**config.mk**
```make
export PLATFORM = sky130hd
export DESIGN_NAME = stalling_data_memory_flat
export DESIGN_NICKNAME = d
export VERILOG_FILES = /design/src/rtl/stalling_data_memory_if.sv /design/src/rtl/stalling_data_memory.sv /design/src/flat_wrapper.sv
export SDC_FILE = /design/constraint.sdc
export NUM_CORES = 2
export LEC_CHECK = 0
export CAP_MARGIN = 10
export CORE_ASPECT_RATIO = 0.7
export CORE_MARGIN = 8
export CORE_UTILIZATION = 45
export CTS_CLUSTER_SIZE = 16
export DETAILED_ROUTE_END_ITERATION = 6
export DONT_BUFFER_PORTS = 1
export SLEW_MARGIN = 20
export SYNTH_ARGS = -nofsm -noshare
export SYNTH_HDL_FRONTEND = slang
export SYNTH_SLANG_ARGS = --single-unit
```
**constraint.sdc**
```tcl
create_clock -name clk -period 3.67 [get_ports clk]
set_input_delay 0.367 -clock clk [delete_from_list [all_inputs] [get_ports clk]]
set_output_delay 0.367 -clock clk [all_outputs]
set_load 0.005 [all_outputs]
```
**src/rtl/stalling_data_memory_if.sv**
```systemverilog
// Request/response bundle between the M stage and the stalling data memory.
// The pipeline side uses master, the memory side uses slave.
interface stalling_data_memory_if #(
   parameter int ADDR_WIDTH = 32
);
   logic                  req_valid;
   logic                  req_we;
   logic [3:0]            req_be;
   logic [ADDR_WIDTH-1:0] req_addr;
   logic [31:0]           req_wdata;
   logic [31:0]           rdata;
   logic                  resp_valid;
   logic                  stall;
   logic                  err;

   modport master (
      output req_valid, req_we, req_be, req_addr, req_wdata,
      input  rdata, resp_valid, stall, err
   );

   modport slave (
      input  req_valid, req_we, req_be, req_addr, req_wdata,
      output rdata, resp_valid, stall, err
   );
endinterface

```
**src/rtl/stalling_data_memory.sv**
```systemverilog
// Data memory with LATENCY-cycle access, stall handshake and byte-lane stores.
// Define DMEM_RANGE_CHECK_EN to flag out-of-range accesses on err.
module stalling_data_memory #(
   parameter int DEPTH_WORDS = 64,
   parameter int ADDR_WIDTH  = 32,
   parameter int LATENCY     = 2
) (
   input logic clk,
   input logic reset,
   stalling_data_memory_if.slave bus
);
   localparam int IDX_W = $clog2(DEPTH_WORDS);

   localparam logic [1:0] IDLE = 2'd0;
   localparam logic [1:0] WAIT = 2'd1;
   localparam logic [1:0] DONE = 2'd2;

   logic [1:0]       state;
   logic [3:0]       cnt;
   logic             cap_we;
   logic [3:0]       cap_be;
   logic [IDX_W-1:0] cap_idx;
   logic             cap_ok;
   logic [31:0]      cap_wdata;
   logic [31:0]      rdata_q;
   logic             err_q;

   logic [31:0] mem [DEPTH_WORDS];

   logic             accept;
   logic             enter_done;
   logic [IDX_W-1:0] req_idx;
   logic             req_ok;
   logic             acc_we;
   logic [3:0]       acc_be;
   logic [IDX_W-1:0] acc_idx;
   logic             acc_ok;
   logic [31:0]      acc_wdata;
   logic             unused_addr;

   assign accept  = (state == IDLE) && bus.req_valid;
   assign req_idx = bus.req_addr[IDX_W+1:2];
   assign unused_addr = ^bus.req_addr;

`ifdef DMEM_RANGE_CHECK_EN
   localparam logic [ADDR_WIDTH:0] LIMIT = (ADDR_WIDTH+1)'(4 * DEPTH_WORDS);
   assign req_ok = {1'b0, bus.req_addr} < LIMIT;
`else
   assign req_ok = 1'b1;
`endif

   // With LATENCY=1 the access edge is the acceptance edge, so use live inputs
   assign enter_done = (accept && LATENCY == 1) ||
                       (state == WAIT && cnt == 4'd1);

   always_comb begin
      acc_we    = cap_we;
      acc_be    = cap_be;
      acc_idx   = cap_idx;
      acc_ok    = cap_ok;
      acc_wdata = cap_wdata;
      if (state == IDLE) begin
         acc_we    = bus.req_we;
         acc_be    = bus.req_be;
         acc_idx   = req_idx;
         acc_ok    = req_ok;
         acc_wdata = bus.req_wdata;
      end
   end

   always_ff @(posedge clk or posedge reset) begin
      if (reset) begin
         state     <= IDLE;
         cnt       <= 4'd0;
         cap_we    <= 1'b0;
         cap_be    <= 4'd0;
         cap_idx   <= '0;
         cap_ok    <= 1'b0;
         cap_wdata <= 32'd0;
         rdata_q   <= 32'd0;
         err_q     <= 1'b0;
      end else begin
         case (state)
            IDLE: begin
               if (bus.req_valid) begin
                  cap_we    <= bus.req_we;
                  cap_be    <= bus.req_be;
                  cap_idx   <= req_idx;
                  cap_ok    <= req_ok;
                  cap_wdata <= bus.req_wdata;
                  cnt       <= 4'(LATENCY - 1);
                  state     <= (LATENCY > 1) ? WAIT : DONE;
               end
            end
            WAIT: begin
               cnt <= cnt - 4'd1;
               if (cnt == 4'd1) state <= DONE;
            end
            DONE:    state <= IDLE;
            default: state <= IDLE;
         endcase
         if (enter_done && !acc_we)
            rdata_q <= acc_ok ? mem[acc_idx] : 32'd0;
         if (accept && !req_ok)
            err_q <= 1'b1;
      end
   end

   // Array is not reset; the guard drops an access racing a reset edge
   always_ff @(posedge clk) begin
      if (!reset && enter_done && acc_we && acc_ok) begin
         for (int i = 0; i < 4; i++)
            if (acc_be[i]) mem[acc_idx][8*i +: 8] <= acc_wdata[8*i +: 8];
      end
   end

   assign bus.stall      = (state == IDLE) ? bus.req_valid : (state == WAIT);
   assign bus.resp_valid = (state == DONE);
   assign bus.rdata      = rdata_q;
`ifdef DMEM_RANGE_CHECK_EN
   assign bus.err        = err_q;
`else
   assign bus.err        = 1'b0;
`endif
endmodule
```
**src/flat_wrapper.sv**
```systemverilog
// flat-port wrapper written by rule: the top's interface ports become plain ports
module stalling_data_memory_flat 
#(
   parameter int DEPTH_WORDS = 64,
   parameter int ADDR_WIDTH  = 32,
   parameter int LATENCY     = 2
)
  (clk, reset, bus_req_valid, bus_req_we, bus_req_be, bus_req_addr, bus_req_wdata, bus_rdata, bus_resp_valid, bus_stall, bus_err);
  stalling_data_memory_if #(.ADDR_WIDTH(ADDR_WIDTH)) bus_i ();
  input logic clk;
  input logic reset;
  input wire logic [$bits(bus_i.req_valid)-1:0] bus_req_valid;
  input wire logic [$bits(bus_i.req_we)-1:0] bus_req_we;
  input wire logic [$bits(bus_i.req_be)-1:0] bus_req_be;
  input wire logic [$bits(bus_i.req_addr)-1:0] bus_req_addr;
  input wire logic [$bits(bus_i.req_wdata)-1:0] bus_req_wdata;
  output wire logic [$bits(bus_i.rdata)-1:0] bus_rdata;
  output wire logic [$bits(bus_i.resp_valid)-1:0] bus_resp_valid;
  output wire logic [$bits(bus_i.stall)-1:0] bus_stall;
  output wire logic [$bits(bus_i.err)-1:0] bus_err;
  assign bus_i.req_valid = bus_req_valid;
  assign bus_i.req_we = bus_req_we;
  assign bus_i.req_be = bus_req_be;
  assign bus_i.req_addr = bus_req_addr;
  assign bus_i.req_wdata = bus_req_wdata;
  assign bus_rdata = bus_i.rdata;
  assign bus_resp_valid = bus_i.resp_valid;
  assign bus_stall = bus_i.stall;
  assign bus_err = bus_i.err;
  stalling_data_memory #(.DEPTH_WORDS(DEPTH_WORDS), .ADDR_WIDTH(ADDR_WIDTH), .LATENCY(LATENCY)) u_core (.clk(clk), .reset(reset), .bus(bus_i));
endmodule
```
# Yosys cells after proc, flatten, opt, wreduce, memory -nomap -nowiden
# Memories as Yosys holds them, arrays and structs flattened.
# Cells that the tools add are included.
# word_totals
rom_bits,0
latchBits,0
ff_bits,82
memories,1
elab_cells,51
ram_bits,2048
out_inout_bits,35
# memory_table
memory,depth,width,rd,rd_ports_with_merged_regs,write_ports,line_no,text
u_core.mem,64,32,1,0,1,stalling_data_memory.sv:28,logic [31:0] mem [DEPTH_WORDS];
# op_classes
multipliers,0
n_eq_ne,5
bitwise_logic,0
mux,24
reduce_logical,12
n_lt_le_gt_ge,0
div,0
n_addsub,1
shift,0
# ops
operator,count
two-way mux 32 bit,2
two-way mux 1 bit,15
two-way mux 4 bit,2
case mux 4 bit (2 select lines),1
two-way mux 6 bit,1
AND reduction 2 bit,3
logical AND 1 bit,5
"equality test 4 x 1 -> 1 bit, second input constant",1
two-way mux 2 bit,2
"inequality test 2 bit, second input constant",2
case mux 2 bit (2 select lines),1
"subtractor 4 x 1 -> 4 bit, second input constant",1
"equality test 2 x 1 -> 1 bit, second input constant",1
"equality test 2 bit, second input constant",1
logical NOT 1 bit,2
logical NOT 2 bit,1
nonzero test 2 bit,1

# Logic depth before layout (Yosys ltp)
# depth
ltp_word,7
ltp_mapped,12

# Worst setup path after synthesis
# Ideal clock, no wire load.
# synth_path
path_kind,flip-flop to flip-flop
from,register u_core.cnt[1]
to,"memory u_core.mem[52][0], enable pin"
synth_period_minus_slack_ns,3.173
setup_slack_ns,0.497
stages_incl_launch_ff,8
t_arrival_ns,2.790
path_buffers,1
required_time_ns,3.287
cell_sequence,dfrtp_1 > inv_1 > ha_1 > or3b_4 > a2111oi_0 > nand2_1 > clkbuf_1 > nor3_1
# synth_between
elab_chain_cells,7
# synth_lines
element,line_no,text
"start, declared",stalling_data_memory.sv:19,logic [3:0] cnt;
"start signal, assigned",stalling_data_memory.sv:91,cnt <= 4'(LATENCY - 1);
"start signal, assigned",stalling_data_memory.sv:96,cnt <= cnt - 4'd1;
equality test 4 x 1 -> 1 bit,stalling_data_memory.sv:54,(state == WAIT && cnt == 4'd1);
logical AND 1 bit,stalling_data_memory.sv:54,
logical AND 1 bit (3 in a row),stalling_data_memory.sv:111,if (!reset && enter_done && acc_we && acc_ok) begin
two-way mux 1 bit,stalling_data_memory.sv:111,
two-way mux 1 bit (implied by the code),stalling_data_memory.sv:113,if (acc_be[i]) mem[acc_idx][8*i +: 8] <= acc_wdata[8*i +: 8];
"end, declared",stalling_data_memory.sv:28,
# Every way passes these cells.

# Worst setup path in the final report
# layout_path
from,register u_core.state[0]
to,"register u_core.rdata_q[0], in the netlist u_core.bus.rdata[0]"
# layout_between
elab_chain_cells,4
word_cells_on_any_way,10
classes_between,1 x eq/ne; 4 x mux; 4 x reduce/logical; 1 x memory
# layout_lines
element,line_no,text
"start, declared",stalling_data_memory.sv:18,logic [1:0] state;
"start signal, assigned",stalling_data_memory.sv:92,state <= (LATENCY > 1) ? WAIT : DONE;
logical NOT 2 bit,stalling_data_memory.sv:62,if (state == IDLE) begin
two-way mux 6 bit or two-way mux 1 bit (tied branches),stalling_data_memory.sv:62,
memory (64 x 32 bit) or logical NOT 1 bit (tied branches),n/a,
two-way mux 32 bit or logical AND 1 bit (tied branches),"stalling_data_memory.sv:103, stalling_data_memory.sv:102",
"end signal, assigned",stalling_data_memory.sv:103,rdata_q <= acc_ok ? mem[acc_idx] : 32'd0;
"end, declared",stalling_data_memory.sv:25,logic [31:0] rdata_q;
# Parallel ways exist; a longest one is shown, timed or not.
# A chain may end at the register's enable or synchronous reset.

==> results_dict.tcl <==
set metrics [dict create \
    status "finished clean" \
    fin_crit_sh_pct 97.0 \
    clk_pin_slew_worst_paths_ns 0.06 \
    arrival_ns 4.30 \
    fp.dieH_microns 370 \
    grtUsageTotal_pct 26.9 \
    clk_latency_ns 0.85 \
    clock_path_buffers 3 \
    min_path_type "input port to flop" \
    ys_ff_latch 2130 \
    vias 53100 \
    synth_commonest_cells "edfxtp_1, nand2_1, o22ai_1, a21oi_1, nor2_1" \
    syn2layout_area_growth_pct 17.6 \
    start_util_pct 45.1 \
    gp_congestion 0.897 \
    fin_nets 5862 \
    synth_ff_type "edfxtp_1" \
    antenna_found_initial 13 \
    worstSetupPathType "flop to flop" \
    chipWidth_microns 522 \
    drv_slew 0 \
    drc_errors 0 \
    drt_iter0_markers 8491 \
    die-area_sq_um 193000 \
    cp.required_ns 4.41 \
    tightest_slew_ns 1.11 \
    yosys-top-cells-area "edfxtp_1, o22ai_1, nand2_1, dfrtp_1, a21oi_1" \
    wl_per_cell_microns 32.1 \
    grt_max_degree 68 \
    total_power_w 0.0805 \
    overflow 0 \
    power_leakage_nw 31.4 \
    relSlewSlack_pct 26.2 \
    end_kind "flop" \
    fp-row-count 130 \
    fill_cells 14500 \
    drv_cap 0 \
    synthCells 5237 \
    yosysTopAreaCell "edfxtp_1" \
    period_needed_ns 3.56 \
    fp.coreArea_sq_um 179000 \
    port_buffers 0 \
    cp_max_fo 54 \
    drive_gt1_share_pct 17.9 \
    rsz0062_at_grt "false" \
    ir_worst_vdd_mv 0.732 \
    io_pins 107 \
    syn_avg_cell_area_sq_um 15.4 \
    max_freq_mhz 281 \
    power_density_nw_per_um2 850 \
    setup_viol 0 \
    cp-start-kind "flop" \
    viasPerCell 6.38 \
    cts_buffers 190 \
    cts_tree "yes" \
    yosysUniqueCellTypes 79 \
    dp_hpwl_mm 170 \
    drt-total-wl_mm 267 \
    grt_pass1_wl_mm 377 \
    hold_viol 0 \
    skew_ns 0.0342 \
    dr.pass1.iters 6 \
    synth.most_common_cell "edfxtp_1" \
    cts-root-buf "clkbuf_16" \
    synthesis.area_sq_um 80600 \
    ys_seq_area_share_pct 78.9 \
    drtAntennaViolNets 0 \
    grt_pass1_vias 50100 \
    netlist.area_leader.share_pct 76.3 \
    yosys_warnings 0 \
    tns_ns 0 \
    async_flop_share_pct 3.85 \
    synth_fp_nets 5311 \
    synth_edf_count 2048 \
    clock-sinks 2130 \
    htree_levels 4 \
]
==> metal layers <==
metal  GRT usage, %  part of all wire (%)
met5              0                 0.031
met4           7.93                   3.1
met3           7.50                    13
met2           39.1                    43
met1           39.7                    41
==> repair_timing <==
| action | 4_1_cts | 5_1_grt |
|---|---|---|
| endpoints found under the setup margin | 0 | 6 |
| setup buffers | 0 | 3 |
| gates resized for setup | 0 | 6 |
| hold endpoints to repair | 124 | 0 |
| hold buffers | 44 | 0 |
==> power breakdown <==
group,switching (W),internal (W)
Sequential,0.000573,0.0319
Clock,0.00884,0.0106
Combinational,0.0211,0.00759
Total,0.0305,0.0501
==> critical path, stage by stage, from the launching register on <==
cell	delay, ns
dfrtp_1	0.40
buf_12	0.17
or2_2	0.47
o21ai_4	0.26
buf_12	0.36
buf_4	0.37
a21oi_1	0.11
a21boi_0	0.15
o41ai_2	0.63
buf_4	0.20
o2111ai_1	0.10
o21ai_0	0.20
==> placed cells by master (no fill, tap or decap), types with 44 or more instances in the layout <==
cell	netlist	final
edfxtp_1	2048	2048
buf_12	0	77
o22a_1	76	76
clkbuf_16	0	197
nand2_1	613	571
a31oi_1	57	57
dfrtp_1	82	82
o22ai_1	591	591
o221ai_1	49	49
nor2_1	268	261
a21oi_1	278	277
dlygate4sd3_1	0	44
buf_4	10	610
nor3_1	265	265
clkbuf_1	148	50
==> path summary, 6_finish.rpt <==
path,startpoint,to,slack (ns),cells past startpoint
min in group asynchronous,reset,u_core.cap_wdata[19],0.19,2
setup reg to reg,u_core.state[0],u_core.bus.rdata[0],0.11,11
hold / removal,bus_req_wdata[11],u_core.mem[38][11],0.05,3
hold reg to reg,u_core.cap_wdata[24],u_core.cap_wdata[24],0.48,2
setup / recovery,u_core.state[0],u_core.bus.rdata[0],0.11,11
max in group asynchronous,reset,u_core.bus.rdata[22],2.62,3
==> logic make-up after synthesis <==
| group | Yosys count | synth area share (%) |
|---|---|---|
| muxes | 30 | 0.394 |
| AOI/OAI and AO/OA | 1401 | 11.7 |
| and+or+nand+nor | 1295 | 6.99 |
| adders and majority gates | 2 | 0.0310 |
| other | 1 | 0.00465 |
| DFF | 2130 | 78.9 |
| buffers and inverters | 378 | 2.02 |
==> flip-flops by register name (all words and copies together) (netlist names) <==
name,cells
u_core.cap_wdata,32
u_core.cnt,4
u_core.cap_idx,6
u_core.cap_we,1
u_core.mem,2048
u_core.state,2
u_core.cap_ok,1
u_core.bus.rdata,32
u_core.cap_be,4
==> metrics by stage <==
stage	instances	hold WS [ns]	cell area [sq um]	worst slack [ns]	utilization [%]
6_report	8322	0.0503	94700	0.111	53.0
4_1_cts	8314	0.0248	94700	0.00640	53.0
3_5_place_dp	7926	0.464	88300	0.0590	49.4
5_1_grt	8316	0.0348	94700	0.00475	53.0
3_3_place_gp	7926	0.459	88300	0.137	49.4
2_1_floorplan	5237	0.446	80600	0.497	-
==> area by class of cell <==
| type | count | area [sq um] | share of cell area [%] |
|---|---|---|---|
| Inverter | 6 | 27.5 | 0.0291 |
| Antenna cell | 6 | 15.0 | 0.0159 |
| Multi-Input combinational cell | 2729 | 15700 | 16.6 |
| Clock buffer | 248 | 5130 | 5.42 |
| Clock inverter | 96 | 769 | 0.812 |
| Timing Repair Buffer | 731 | 6560 | 6.93 |
| Tap cell | 2376 | 2970 | 3.14 |
| Sequential cell | 2130 | 63600 | 67.1 |
No activity file was read; power rests on OpenSTA's default activity.
